## src/rtl/spi_codec_pkg.sv

```systemverilog
// Shared definitions for the codec boot sequencer: FSM states, word width
// and WM8731-style control register addresses.
package spi_codec_pkg;

    localparam int WORD_W = 16;

    typedef enum logic [2:0] {
        ST_IDLE    = 3'd0,
        ST_LOAD    = 3'd1,
        ST_SEND_HI = 3'd2,
        ST_WAIT_HI = 3'd3,
        ST_SEND_LO = 3'd4,
        ST_WAIT_LO = 3'd5,
        ST_GAP     = 3'd6
    } state_t;

    localparam logic [6:0] REG_LINVOL = 7'h00;
    localparam logic [6:0] REG_RINVOL = 7'h01;
    localparam logic [6:0] REG_LHPOUT = 7'h02;
    localparam logic [6:0] REG_RHPOUT = 7'h03;
    localparam logic [6:0] REG_APANA  = 7'h04;
    localparam logic [6:0] REG_DPATH  = 7'h05;
    localparam logic [6:0] REG_PWR    = 7'h06;
    localparam logic [6:0] REG_DAIF   = 7'h07;
    localparam logic [6:0] REG_SRATE  = 7'h08;
    localparam logic [6:0] REG_ACTIVE = 7'h09;
    localparam logic [6:0] REG_RESET  = 7'h0F;

    function automatic logic [WORD_W-1:0] codec_word(input logic [6:0] addr,
                                                     input logic [8:0] data);
        return {addr, data};
    endfunction

endpackage

```

## src/rtl/spi_codec_cfg_rom.sv

```systemverilog
// Boot configuration table: index -> 16-bit codec control word.
// Indices at or beyond N_CFG read as zero.
module spi_codec_cfg_rom
    import spi_codec_pkg::*;
#(
    parameter int N_CFG = 10
) (
    input  logic [5:0]        i_index,
    output logic [WORD_W-1:0] o_word
);

    localparam logic [6:0] N_LIM = 7'(N_CFG);

    logic [WORD_W-1:0] w_entry;

    always_comb begin
        w_entry = codec_word(REG_ACTIVE, 9'h001);
        case (i_index)
            6'd0:    w_entry = codec_word(REG_RESET,  9'h000);
            6'd1:    w_entry = codec_word(REG_PWR,    9'h000);
            6'd2:    w_entry = codec_word(REG_LINVOL, 9'h017);
            6'd3:    w_entry = codec_word(REG_RINVOL, 9'h017);
            6'd4:    w_entry = codec_word(REG_LHPOUT, 9'h079);
            6'd5:    w_entry = codec_word(REG_RHPOUT, 9'h079);
            6'd6:    w_entry = codec_word(REG_APANA,  9'h012);
            6'd7:    w_entry = codec_word(REG_DPATH,  9'h000);
            6'd8:    w_entry = codec_word(REG_DAIF,   9'h00A);
            6'd9:    w_entry = codec_word(REG_ACTIVE, 9'h001);
            default: w_entry = codec_word(REG_ACTIVE, 9'h001);
        endcase
    end

    assign o_word = ({1'b0, i_index} < N_LIM) ? w_entry : '0;

endmodule

```

## src/rtl/spi_codec_sequencer.sv

```systemverilog
// Streams the boot table (and later single runtime writes) to an external
// SPI byte engine as {addr,data} words, high byte first, with a recovery gap.
module spi_codec_sequencer
    import spi_codec_pkg::*;
#(
    parameter int N_CFG      = 10,
    parameter int GAP_CYCLES = 16
) (
    input  logic       i_clk,
    input  logic       i_reset,
    input  logic       i_start,
    input  logic       i_wr_req,
    input  logic [6:0] i_wr_addr,
    input  logic [8:0] i_wr_data,
    output logic       o_wr_ack,
    output logic [7:0] o_data,
    output logic       o_trg,
    input  logic       i_rdy,
    output logic       o_busy,
    output logic       o_done,
    output state_t     o_state
);

    localparam logic [5:0] LAST_IDX = 6'(N_CFG - 1);
    localparam logic [7:0] GAP_LAST = 8'(GAP_CYCLES - 1);

    state_t            r_state;
    state_t            w_next;
    logic              r_src_rt;
    logic [5:0]        r_idx;
    logic [7:0]        r_gap;
    logic [WORD_W-1:0] r_word;
    logic [7:0]        r_data;
    logic              r_wr_ack;
    logic              r_done;
    logic              r_wait_first;

    logic [WORD_W-1:0] w_rom_word;
    logic [WORD_W-1:0] w_src_word;
    logic              w_trg;
    logic              w_wait_go;
    logic              w_gap_end;

    spi_codec_cfg_rom #(.N_CFG(N_CFG)) u_rom (
        .i_index (r_idx),
        .o_word  (w_rom_word)
    );

    assign w_src_word = r_src_rt ? {i_wr_addr, i_wr_data} : w_rom_word;
    // The engine drops RDY only after seeing TRG, so the first WAIT cycle is blind.
    assign w_wait_go  = !r_wait_first && i_rdy;
    assign w_gap_end  = (r_gap == GAP_LAST);

    always_ff @(posedge i_clk or posedge i_reset) begin
        if (i_reset) r_state <= ST_IDLE;
        else         r_state <= w_next;
    end

    always_comb begin
        w_next = r_state;
        w_trg  = 1'b0;
        case (r_state)
            ST_IDLE: begin
                if (i_start)                 w_next = ST_LOAD;
                else if (i_wr_req && r_done) w_next = ST_LOAD;
            end
            ST_LOAD:    if (i_rdy) w_next = ST_SEND_HI;
            ST_SEND_HI: begin
                w_trg  = 1'b1;
                w_next = ST_WAIT_HI;
            end
            ST_WAIT_HI: if (w_wait_go) w_next = ST_SEND_LO;
            ST_SEND_LO: begin
                w_trg  = 1'b1;
                w_next = ST_WAIT_LO;
            end
            ST_WAIT_LO: if (w_wait_go) w_next = ST_GAP;
            ST_GAP: begin
                if (w_gap_end) begin
                    if (!r_src_rt && r_idx != LAST_IDX) w_next = ST_LOAD;
                    else                                w_next = ST_IDLE;
                end
            end
            default: w_next = ST_IDLE;
        endcase
    end

    always_ff @(posedge i_clk or posedge i_reset) begin
        if (i_reset) begin
            r_src_rt     <= 1'b0;
            r_idx        <= '0;
            r_gap        <= '0;
            r_word       <= '0;
            r_data       <= '0;
            r_wr_ack     <= 1'b0;
            r_done       <= 1'b0;
            r_wait_first <= 1'b0;
        end else begin
            r_wr_ack     <= 1'b0;
            r_wait_first <= w_trg;
            case (r_state)
                ST_IDLE: begin
                    if (i_start) begin
                        r_src_rt <= 1'b0;
                        r_idx    <= '0;
                        r_done   <= 1'b0;
                    end else if (i_wr_req && r_done) begin
                        r_src_rt <= 1'b1;
                    end
                end
                ST_LOAD: begin
                    r_word <= w_src_word;
                    if (i_rdy) r_data <= w_src_word[15:8];
                end
                ST_WAIT_HI: if (w_wait_go) r_data <= r_word[7:0];
                ST_WAIT_LO: if (w_wait_go) r_gap <= '0;
                ST_GAP: begin
                    if (!w_gap_end) begin
                        r_gap <= r_gap + 8'd1;
                    end else if (r_src_rt) begin
                        r_wr_ack <= 1'b1;
                    end else if (r_idx == LAST_IDX) begin
                        r_done <= 1'b1;
                    end else begin
                        r_idx <= r_idx + 6'd1;
                    end
                end
                default: ;
            endcase
        end
    end

    assign o_trg    = w_trg;
    assign o_data   = r_data;
    assign o_wr_ack = r_wr_ack;
    assign o_done   = r_done;
    assign o_busy   = (r_state != ST_IDLE);
    assign o_state  = r_state;

endmodule
```

## config.mk

```make
export PLATFORM = sky130hd
export DESIGN_NAME = spi_codec_sequencer
export DESIGN_NICKNAME = d
export VERILOG_FILES = /design/src/rtl/spi_codec_pkg.sv /design/src/rtl/spi_codec_cfg_rom.sv /design/src/rtl/spi_codec_sequencer.sv
export SDC_FILE = /design/constraint.sdc
export NUM_CORES = 1
export LEC_CHECK = 0
export ABC_AREA = 1
export CAP_MARGIN = 15
export CORE_ASPECT_RATIO = 0.7
export CORE_MARGIN = 5
export CORE_UTILIZATION = 54
export DETAILED_ROUTE_END_ITERATION = 16
export GPL_TIMING_DRIVEN = 0
export HOLD_SLACK_MARGIN = 0.05
export PLACE_DENSITY = 0.84
export SLEW_MARGIN = 0
export SYNTH_ARGS = -nofsm -noshare
export SYNTH_HDL_FRONTEND = slang
export SYNTH_SLANG_ARGS = --single-unit
```

## constraint.sdc

```tcl
create_clock -name i_clk -period 1.6 [get_ports i_clk]
set_input_delay 0.32 -clock i_clk [delete_from_list [all_inputs] [get_ports i_clk]]
set_output_delay 0.32 -clock i_clk [all_outputs]
set_load 0.01 [all_outputs]
```

==> results.toml <==
[outcome]
status = "completed"

[routing]
final_antenna_net_count = 0
post-route-drc-count = 0
dr.first_iter.drc_count = 219
route.vias.total = 2331
routed_via_density = 5.51
final_routed_wire_length_divided_by_cell_count_um = 14.6
dr.pass1.iters = 5
detail_route.wirelength_mm = 6.20

[worst_setup_path]
gate_family_responsible_for_the_most_delay_along_the_worst_path = "buffers and inverters"
r2r-end = "o_data[4]"
worstPathBufferInverterCount = 1
critical-path-max-stage-delay_ns = 0.56
timing.setup.critical_path_class = "flop to primary output"
timing.reg2reg.setup_slack_ns = 0.05
slowest_stage = "sky130_fd_sc_hd__clkdlybuf4s50_1"
worst_ep_arrival_time_ns = 1.25
critPathLaunchType = "flop"
crit_required_ns = 1.28
critical_path.max_fanout = 3
timing.reg2reg.worst_path_depth = 9
crit_path_cell_trace = "clkdlybuf4s50_1"
timing.rr.start = "o_state[1]"
crit_path_capture_type = "primary output"

[pwr]
power.density_cell_area_mw_per_mm2 = 1680
seq_power_share_pct = 30.4
p_switching_mw = 2.20
power.share.switching_pct = 43.5
intPower_mw = 2.85
cellLeakagePower_nw = 1.53
share_comb_of_total_power_pct = 52.6
vdd_drop_max_mv = 0.944
clock_power_share_pct = 17.0

[logic_synthesis]
mappedNetlistNets = 350
synthDistinctLibCells = 29
netlist_instances = 319
synthesis.yosys.warnings = 0
postSynthAreaPerCell_um2 = 7.38
share_of_synthesized_area_occupied_by_flip_flops_and_latches_pct = 39.3
post_synth_instance_area_mm2 = 0.00235
synth.ff_latch_count = 37

[sta]
finalHoldWorstSlack_ns = 0.478
maxClockFrequency_ghz = 0.638
setup_viol_count_final = 0
slew_violations = 0
final_hold_viol_count = 0
finalCriticalPeriod_ns = 1.57
worst_clock_skew_ns = 0.0135
max-slew-margin-rel_pct = 47.4
worstMarginPinSlew_ns = 0.788
period_share_pct = 97.9
postLayoutSetupSlackWorst_ns = 0.0331

[min_path]
timing.hold.worst.class = "primary input to asynchronous set/reset pin"

[grt]
first_global_vias = 2223
total_track_usage_pct = 21.8
grt_antenna_before_repair = 0
grt_start_max_net_pins = 38
global_route_wire_length_before_repair_mm = 9.92
grt.overflow.total = 0

[cells_and_area]
final_common_cell = "sky130_fd_sc_hd__nand2_1"
layout.filler_cells = 326
most-common-layout-cells = "105 x sky130_fd_sc_hd__nand2_1, 32 x sky130_fd_sc_hd__dfrtp_1, 31 x sky130_fd_sc_hd__clkdlybuf4s50_1"
final_cells = 423
seqCellArea_um2 = 932
post_route_cells_drive_above_1_share_pct = 16.6
multi_input_area_mm2 = 0.00132
num-nets-final = 398
ant_diodes = 0
syn2layout_area_growth_pct = 27.6

[cts]
h-tree-depth = 2
tritoncts_buffer_count = 5
hold_buf_cts = 0
clock_tree.buffer_depth = 2
numClockSinks = 37
path_clk_slew_ns = 0.08
clk-insertion-delay-late_ns = 0.30
cts_tree = "done"
cts_root_buf = "sky130_fd_sc_hd__clkbuf_8"

[die]
placeableCoreArea_mm2 = 0.00428
floorplan.initialDensity_pct = 55.0
io-pin-count = 36
row_count = 20
die_area_mm2 = 0.00580
die_width_um = 88.9
die_y_um = 65.2

[place]
post-dp-hpwl_mm = 4.21
placement.io_buffers = 35
globalplace.congestion = 0.911
placement.setup.worst_slack_ns = -0.111
post-place-cells = 409

[flow_run]
drv.max_cap_violation_count = 0
[state kept, by name, indices dropped and copies added, names as in the netlist]
| register | count |
|---|---|
| o_data | 8 |
| o_done | 1 |
| o_state | 3 |
| o_wr_ack | 1 |
| r_gap | 8 |
| r_idx | 6 |
| r_src_rt | 1 |
| r_wait_first | 1 |
| r_word | 8 |
[worst max path at each step]
| stage | startpoint | end | slack, ns | depth (start not counted) |
|---|---|---|---|---|
| global route | r_gap[0] | o_state[2] | -0.06 | 7 |
| global placement | i_reset | r_idx[0] | -0.42 | 2 |
| detailed placement | o_state[2] | o_trg | -0.11 | 5 |
| CTS | r_idx[1] | r_idx[1] | 0.001 | 9 |
| finish | o_done | o_done | 0.03 | 1 |
| floorplan | r_idx[1] | o_data[2] | 0.17 | 9 |
[stage by stage]
| step | power (mW) | TNS (ns) | utilization [%] | instance area (um2) |
|---|---|---|---|---|
| after floorplan | 3.09 | 0 | - | 2350 |
| after global placement | 3.83 | -15.48 | 64.8 | 2770 |
| after detailed placement | 3.92 | -0.660 | 64.8 | 2770 |
| after CTS | 4.78 | 0 | 67.7 | 2900 |
| after global routing | 5.45 | -0.361 | 70.2 | 3000 |
| final | 5.05 | 0 | 70.2 | 3000 |
[power by group through the flow]
| stage | sequential, mW | clock [mW] | combinational (mW) |
|---|---|---|---|
| 3_3_place_gp | 1.50 | 0 | 2.33 |
| 3_5_place_dp | 1.52 | 0 | 2.40 |
| 6_report | 1.53 | 0.861 | 2.66 |
| 4_1_cts | 1.50 | 0.867 | 2.41 |
| 5_1_grt | 1.57 | 0.909 | 2.96 |
| 2_1_floorplan | 1.54 | 0 | 1.55 |
[area by class of cell]
cell class,instances,area share [%]
inverter,30,4.00
multi-input combinational,243,43.8
clock buffer,6,2.75
tap,55,2.29
timing repair buffer,41,12.7
buffer,9,2.17
clock inverter,2,1.25
sequential,37,31.0
[Yosys cell counts]
master | instances | area (um2)
sky130_fd_sc_hd__a21boi_0 | 3 | 22.5
sky130_fd_sc_hd__a21oi_1 | 13 | 65.1
sky130_fd_sc_hd__a21oi_2 | 1 | 8.76
sky130_fd_sc_hd__a22oi_1 | 5 | 37.5
sky130_fd_sc_hd__buf_2 | 4 | 20.0
sky130_fd_sc_hd__buf_4 | 4 | 30.0
sky130_fd_sc_hd__clkbuf_1 | 1 | 3.75
sky130_fd_sc_hd__dfrtp_1 | 37 | 926
sky130_fd_sc_hd__ha_1 | 10 | 125
sky130_fd_sc_hd__inv_1 | 28 | 105
sky130_fd_sc_hd__inv_2 | 2 | 7.51
sky130_fd_sc_hd__nand2_1 | 109 | 409
sky130_fd_sc_hd__nand2_2 | 2 | 12.5
sky130_fd_sc_hd__nand2_4 | 2 | 22.5
sky130_fd_sc_hd__nand3_1 | 33 | 165
sky130_fd_sc_hd__nand3_2 | 3 | 30.0
sky130_fd_sc_hd__nand3b_1 | 2 | 15.0
sky130_fd_sc_hd__nand4_1 | 4 | 25.0
sky130_fd_sc_hd__nor2_1 | 22 | 82.6
sky130_fd_sc_hd__nor2_4 | 1 | 11.3
sky130_fd_sc_hd__nor3_1 | 3 | 15.0
sky130_fd_sc_hd__o211ai_1 | 1 | 7.51
sky130_fd_sc_hd__o21a_1 | 1 | 7.51
sky130_fd_sc_hd__o21ai_0 | 10 | 50.1
sky130_fd_sc_hd__o21bai_1 | 9 | 67.6
sky130_fd_sc_hd__o21bai_4 | 1 | 18.8
sky130_fd_sc_hd__or2_2 | 3 | 18.8
sky130_fd_sc_hd__xnor2_1 | 1 | 8.76
sky130_fd_sc_hd__xor2_1 | 4 | 35.0
[logic make-up after synthesis]
logic type | synth area share [%]
AOI/OAI and AO/OA | 12.1
buffers and inverters | 7.07
adders and majority gates | 5.32
xor gates and xnor gates | 1.86
and+or+nand+nor | 34.3
DFF | 39.3
[routing by layer]
layer / up-vias / track usage [%] / wire (um)
li1: 1130 / - / -
met4: 0 / 8.30 / 106
met2: 96 / 35.0 / 2900
met1: 1091 / 28.5 / 2740
met3: 14 / 4.76 / 455
met5: - / 0 / 0
[repair_timing]
| action | in CTS | in global routing |
|---|---|---|
| resized for setup | 15 | 25 |
| endpoints found under the setup margin | 11 | 26 |
| cloned | 0 | 0 |
| buffers inserted | 0 | 6 |
| pin swaps | 1 | 4 |
Power figures use the tool's default switching activity.
